### config.mk
export PLATFORM = sky130hd
export DESIGN_NAME = pc_redirect_ctrl
export DESIGN_NICKNAME = d
export VERILOG_FILES = /design/src/rtl/pc_redirect_ctrl.sv
export SDC_FILE = /design/constraint.sdc
export NUM_CORES = 1
export LEC_CHECK = 0
export BUFFER_PORTS_ARGS = -buffer_cell sky130_fd_sc_hd__buf_2
export CAP_MARGIN = 20
export CORE_ASPECT_RATIO = 1.75
export CORE_MARGIN = 4
export CORE_UTILIZATION = 52
export CTS_CLUSTER_SIZE = 20
export DETAILED_ROUTE_END_ITERATION = 8
export PLACE_DENSITY = 0.77
export SETUP_SLACK_MARGIN = 0.15
export SYNTH_ARGS = -nofsm -noshare
export SYNTH_HDL_FRONTEND = slang
export SYNTH_SLANG_ARGS = --single-unit
export TNS_END_PERCENT = 50
### constraint.sdc
create_clock -name clk -period 1.87 [get_ports clk]
set_input_delay 0.0935 -clock clk [delete_from_list [all_inputs] [get_ports clk]]
set_output_delay 0.0935 -clock clk [all_outputs]
set_load 0.005 [all_outputs]
### src/rtl/pc_redirect_ctrl.sv
// Fetch PC sequencer: applies branch redirects, holds redirects across
// stalls, traps on illegal targets and keeps saturating branch statistics.
module pc_redirect_ctrl #(
  parameter int PC_W  = 9,
  parameter int CNT_W = 16
) (
  input  logic             clk,
  input  logic             reset,
  input  logic             Stall,
  input  logic             Branch,
  input  logic             PcSel,
  input  logic [31:0]      BrPC,
  output logic [PC_W-1:0]  Cur_PC,
  output logic             Flush,
  output logic             Trap,
  output logic             PendValid,
  output logic [CNT_W-1:0] BranchCount,
  output logic [CNT_W-1:0] TakenCount
);

  typedef enum logic [1:0] {
    RUN,
    PEND,
    TRAP
  } state_t;

  state_t           state_q, state_d;
  logic [PC_W-1:0]  pc_d;
  logic [PC_W-1:0]  pend_q, pend_d;
  logic             illegal;
  logic             flush_c;
  logic             inc_branch;
  logic             inc_taken;

  assign illegal = (|BrPC[1:0]) || (|BrPC[31:PC_W]);

  always_comb begin
    state_d    = state_q;
    pc_d       = Cur_PC;
    pend_d     = pend_q;
    flush_c    = 1'b0;
    inc_branch = 1'b0;
    inc_taken  = 1'b0;
    unique case (state_q)
      RUN: begin
        if (!Stall) begin
          inc_branch = Branch;
          if (!PcSel) begin
            pc_d = Cur_PC + PC_W'(4);
          end else if (illegal) begin
            state_d = TRAP;
          end else begin
            pc_d      = BrPC[PC_W-1:0];
            flush_c   = 1'b1;
            inc_taken = 1'b1;
          end
        end else if (PcSel) begin
          if (illegal) begin
            state_d = TRAP;
          end else begin
            pend_d     = BrPC[PC_W-1:0];
            state_d    = PEND;
            inc_taken  = 1'b1;
            inc_branch = Branch;
          end
        end
      end
      PEND: begin
        if (!Stall) begin
          pc_d    = pend_q;
          flush_c = 1'b1;
          state_d = RUN;
        end
      end
      TRAP: begin
        flush_c = 1'b1;
      end
      default: begin
        state_d = TRAP;
      end
    endcase
  end

  // Reset overrides the combinational flush so nothing is squashed in reset.
  assign Flush     = flush_c & ~reset;
  assign Trap      = (state_q == TRAP);
  assign PendValid = (state_q == PEND);

  always_ff @(posedge clk or posedge reset) begin
    if (reset) begin
      state_q     <= RUN;
      Cur_PC      <= '0;
      pend_q      <= '0;
      BranchCount <= '0;
      TakenCount  <= '0;
    end else begin
      state_q <= state_d;
      Cur_PC  <= pc_d;
      pend_q  <= pend_d;
      if (inc_branch && (BranchCount != '1))
        BranchCount <= BranchCount + 1'b1;
      if (inc_taken && (TakenCount != '1))
        TakenCount <= TakenCount + 1'b1;
    end
  end

endmodule

==> metrics.txt, run 1 <==
syn_area_per_cell=about 10 µm²; Syn. warnings=0; routed via count=approximately 2,500; outcome=complete, no violations; synth top area cells=dfrtp_1, xnor2_1, nand4_1; Synth Area in Adders=1.36%; crit start category=register; Yosys top cell area share=47.0%; FF-to-FF setup slack=between 200 and 250 ps; worst r2r src=state_q[1]; mux cell area share after synthesis=between 7 and 8%; DRT Wirelength=between 6000 and 7000 µm; layout filler cell count=406; CTS H-tree depth=2; XOR/XNOR Fraction of Synth Area=slightly above 10%; Synth Area in Compound Gates=5.20%; hold_ws=roughly 22 ps; Hold Violations, Final=0; Final period util=between 80% and 90%; Yosys reg bits=52; share of cells above drive strength 1=37.5%; max capacitance violation total=0; post-DR wirelength/cell=roughly 16 µm; Int Pwr=1.62 mW; critical path type=reg -> reg; DRC errors left=0; largest family of logic cells by synthesized area=simple AND/OR/NAND/NOR gates; final cell count without fillers=between 400 and 500; Root Buffer=clkbuf_8; Hold Path Class=in -> reg; Overflow after GRT=0; Synth Cell Area=0.00277 mm²; vias in the first global route=about 2,500; first-pass iteration count of the detailed router=6; most common cell after layout, fill and taps aside=buf_2; drt initial violations=88; core area=0.00506 mm²; CP required=approximately 2100 ps; Pleak=~1.8 nW; cts bufs inserted=5; Die X=around 63 µm; Clock transition at path regs=about 90 ps; die extent in y=~100 µm; fin util=a little over two thirds; Starting Density=between 50 and 60%; Final min period=1660 ps; Clock Sinks=52; clock latency at the later pin of the worst-skew pair=~300 ps; switching portion of total power=a little under a quarter; combinational power share=8.4%; row cnt=34; FF-to-FF path depth=6; post-place instance area=approximately 0.0033 mm²; worst reg2reg endpoint=BranchCount[15]; DR vias/cell=5.81; switching power=0.479 mW; Synth Instances=between 200 and 300; RSZ-0062 raised after global routing=true; Critical Path Sink Type=register; Unique masters post-synth=42; CTS tree=done; P per Cell Area=about 580 mW/mm²; setup TNS=0 ps; final instance area=between 0.003 and 0.004 mm²; Post-Syn Nets=310; fmax=601 MHz; hold depth=2; Nets=418; CTS Buffer Depth=2; Max-slew headroom=between 60% and 70%; Peak VDD IR=~500 µV; Area growth syn-to-layout=29.4%; Endpoint, Worst Hold=pend_q[2]; first-pass GRT wire length=11,400 µm; sequential share of power=a little under three fifths; Post-DRT Antenna Nets=0; initial antenna violation count=0; Clk network pwr share=a little over a third; gpl congestion=about 0.84; Ant. Diodes=0; DP HPWL=5190 µm; Max Slew Vio Count=0; Port Buffers=80; cell taking the most area after synthesis=dfrtp_1; simple-gate area share of the yosys netlist=between 20% and 30%; die area=about 0.0066 mm²; sequential area share after synthesis=around 47%; Ports=81; highest net fanout along the worst path=7; endpoints failing setup=0; clock skew=around 4.7 ps; largest net degree at the start of global routing=29; hold_sp=BrPC[2]; Critical Path AT=roughly 1900 ps; worst-margin pin slew=approximately 570 ps; Placed Cells=~420; highest-count cells in the layout ignoring fill and taps=buf_2, dfrtp_1, xnor2_1; Total GRT Usage=roughly 21%
repair_timing:
item / CTS / global route
buffers inserted: 0 / 9
resized for setup: 1 / 9
endpoints found under the setup margin: 4 / 5
endpoints found under the hold margin: 26 / 0
hold buffers: 1 / 0
pin swaps: 0 / 3
cells by family after synthesis:
kind of cell	count (synthesis)
AO/OA/AOI/OAI	24
XOR/XNOR	32
adder cells (fa/ha/maj)	3
buffers and inverters	14
flip-flops	52
multiplexers	17
AND/OR/NAND/NOR	128
how the worst max path moves through the flow:
stage | startpoint | to | slack [ps] | cells past startpoint
global route | BranchCount[7] | BranchCount[1] | 110 | 5
CTS | BrPC[10] | Flush | 90 | 7
global placement | BrPC[0] | Cur_PC[0] | -10 | 6
detailed placement | BrPC[10] | Cur_PC[1] | -7 | 6
floorplan | BrPC[0] | TakenCount[1] | 190 | 5
finish | state_q[1] | BranchCount[15] | 210 | 6
synth_stat cells (all sizes together):
master   number
or2           1
clkbuf        6
a31oi         1
a2bb2oi       2
o21ai        11
dfrtp        52
nor2         20
nand4        24
and2          5
nor3b         2
mux2i         2
nand2b        3
buf           2
and4          1
a21o          1
nand3        22
a21oi         6
nor3          4
xnor2        30
or3           4
nand2        21
mux2         15
nand4b        1
ha            3
o21bai        1
xor2          2
o211ai        1
nor2b         1
a41oi         1
and3         11
nor4          8
inv           6
final cells by class:
class,instances,area [µm²],area share (%)
clock buffers,5,68.8,1.92
clock inverters,3,42.5,1.19
inverters,6,22.5,0.628
multi-input cells,204,1460,40.7
flip-flops and latches,52,1300,36.3
well taps,54,67.6,1.89
repair buffers,109,621,17.3
power groups by stage:
| stage | Combinational, mW | Clock, mW | Sequential [mW] |
|---|---|---|---|
| after global placement | 0.159 | 0 | 1.17 |
| after detailed placement | 0.165 | 0 | 1.17 |
| after global routing | 0.195 | 0.836 | 1.16 |
| after CTS | 0.167 | 0.794 | 1.15 |
| after floorplan | 0.0736 | 0 | 1.17 |
| final | 0.176 | 0.768 | 1.15 |
metrics by stage:
stage | worst slack (ps) | power (mW)
after floorplan | 188 | 1.25
after global placement | -13.3 | 1.33
after detailed placement | -6.99 | 1.34
after CTS | 89.0 | 2.11
after global routing | 114 | 2.19
final | 207 | 2.10
worst max-delay path: stages, from the launching register on:
cell,delay [ps]
dfrtp_1,410
buf_4,170
nor3b_1,190
buf_4,170
and3_1,160
nand4_1,110
mux2_1,350
layer usage:
layer	global-route usage, %	vias up	routed length [µm]	share of wire [%]
met1	24.8	1223	2630	38
met2	38.7	95	3780	54
li1	-	1182	-	-
met3	4.08	14	410	5.9
met5	0	-	0	0
met4	7.58	0	157	2.2
state kept, by name (all words and copies together) (netlist names):
| register | count |
|---|---|
| BranchCount | 16 |
| TakenCount | 16 |
| Cur_PC | 9 |
| pend_q | 9 |
| state_q | 2 |
Note: power is estimated with default switching activity, not from simulation.
==> run 2: changes to the inputs <==
--- a/config.mk
+++ b/config.mk
@@ -12,8 +12,9 @@
 export CORE_UTILIZATION = 52
 export CTS_CLUSTER_SIZE = 20
 export DETAILED_ROUTE_END_ITERATION = 8
+export GPL_ROUTABILITY_DRIVEN = 0
 export PLACE_DENSITY = 0.77
-export SETUP_SLACK_MARGIN = 0.15
+export SETUP_SLACK_MARGIN = 0.5
 export SYNTH_ARGS = -nofsm -noshare
 export SYNTH_HDL_FRONTEND = slang
 export SYNTH_SLANG_ARGS = --single-unit
==> constraint.sdc (replaced) <==
create_clock -name clk -period 1.87 [get_ports clk]
set_input_delay 0.4675 -clock clk [delete_from_list [all_inputs] [get_ports clk]]
set_output_delay 0.4675 -clock clk [all_outputs]
set_load 0.005 [all_outputs]
==> run 2 against run 1 <==
Effect of this change: the run now ends with negative setup slack left; clock skew is 8.0 ps higher; highest routed layer unchanged; first-iteration DRC count is 17% higher; combinational power is 13% higher; sequential power hardly changed; global-route usage is 1.5 points higher; wire length is 8.4% higher; final area is 8.8% higher; worst setup slack worse by 480 ps; fmax is 23% lower.
==> metrics.txt, run 2 (synthesis results as in run 1) <==
outcome=finished with violations; failing checks=negative setup slack; CP required=~1400 ps; worst reg2reg endpoint=BranchCount[5]; DRC errors left=0; Total GRT Usage=a little under a quarter; worst-margin pin slew=roughly 600 ps; post-place instance area=0.00352 mm²; Clock transition at path regs=around 90 ps; crit start category=primary input; Root Buffer=clkbuf_8; layout filler cell count=336; Area growth syn-to-layout=40.8%; drt initial violations=between 100 and 150; DP HPWL=between 5000 and 6000 µm; Nets=422; final instance area=roughly 0.0039 mm²; row cnt=34; Pleak=1.88 nW; cts bufs inserted=5; endpoints failing setup=40; DRT Wirelength=7570 µm; Clock Sinks=52; post-DR wirelength/cell=about 17 µm; sequential cell area=0.00131 mm²; max capacitance violation total=0; Peak VDD IR=approximately 540 µV; initial antenna violation count=0; Hold Violations, Final=0; fin util=between 70% and 80%; CTS H-tree depth=2; worst r2r src=BranchCount[6]; Starting Density=a little over half; CTS Buffer Depth=2; FF-to-FF setup slack=90 ps; final cell count without fillers=approximately 440; post-layout worst setup margin=-277 ps; die area=0.00660 mm²; setup TNS=-4310 ps; highest net fanout along the worst path=3; Top Registers=BranchCount: 16 flops, TakenCount: 16 flops; Critical Path AT=roughly 1700 ps; cts hold-fix bufs=0; largest net degree at the start of global routing=19; Post-DRT Antenna Nets=0; clock latency at the later pin of the worst-skew pair=300 ps; DR vias/cell=just under 6; vias in the first global route=2,676; CTS tree=done; Place WS=-361 ps; Placed Cells=423; Final period util=115%; die extent in y=~100 µm; Multi-input gate area=about 0.0017 mm²; Max Slew Vio Count=0; fmax=about 470 MHz; share of cells above drive strength 1=between 40% and 50%; Critical Path Sink Type=output pin; Overflow after GRT=0; Port Buffers=80; critical path type=in -> out; total chip power=2.01 mW; FF-to-FF path depth=6; RSZ-0062 raised after global routing=true; core area=approximately 0.0051 mm²; Final min period=roughly 2100 ps; highest-count cells in the layout ignoring fill and taps=buf_2, dfrtp_1, xnor2_1; Ant. Diodes=0; Hold Path Class=in -> async; hold_ws=167 ps; routed via count=2,541; most common cell after layout, fill and taps aside=buf_2; clock skew=12.7 ps; first-pass GRT wire length=12,400 µm; Die X=about 63 µm; P per Cell Area=about 520 mW/mm²; Ports=between 80 and 90; Max-slew headroom=60.4%; first-pass iteration count of the detailed router=4
[run 2: changes by cell type in the layout (fill, tap and decap cells not counted), moves of 5 or more]
cell,previous run,this run
nor4_2,5,0
buf_4,28,23
buf_2,80,74
dfrtp_2,0,6
nand3_2,0,8
nand3_1,22,11
mux2_4,6,13
buf_6,0,15
mux2_1,7,0
dfrtp_1,52,46
nor4_4,2,7
[run 2: critical path: stages]
cell	delay, ps
buf_6	100
nor4_4	360
nand2_2	130
nor4_4	270
o21ai_2	100
a21oi_1	130
buf_2	130
[run 2: repair_timing]
action                     4_1_cts  5_1_grt
gates resized for setup         19       32
gates cloned                     1        0
setup endpoints to repair       61       76
pin swaps                       18       20
setup buffers                    4        1
[run 2: worst max-delay path by stage]
stage                        start            end  slack [ps]
final                     BrPC[29]          Flush        -280
after global routing      BrPC[20]          Flush        -380
after CTS                 BrPC[29]          Flush        -260
after detailed placement  BrPC[25]      pend_q[3]        -360
after global placement    BrPC[25]      pend_q[7]        -320
after floorplan           BrPC[25]  TakenCount[1]        -160
[run 2: cell type report]
type                    instances  share of cell area [%]
clock buffers                   6                    2.12
clock inverters                 2                   0.257
inverters                       6                   0.738
multi-input cells             204                    42.9
flip-flops and latches         52                    33.6
well taps                      54                    1.73
repair buffers                113                    18.7
[run 2: layer usage]
metal  vias to the layer above  track usage [%]  wire length (µm)
li1                       1196                -                 -
met1                      1240             26.8              2890
met2                        89             40.8              4080
met3                        16             3.54               388
met4                         0             9.79               198
met5                         -                0                 0
[run 2: power breakdown]
part           total, mW  switching, mW  internal (mW)
Combinational      0.199          0.106         0.0928
Clock              0.658          0.362          0.296
Sequential          1.15         0.0150           1.14
Total               2.01          0.483           1.52
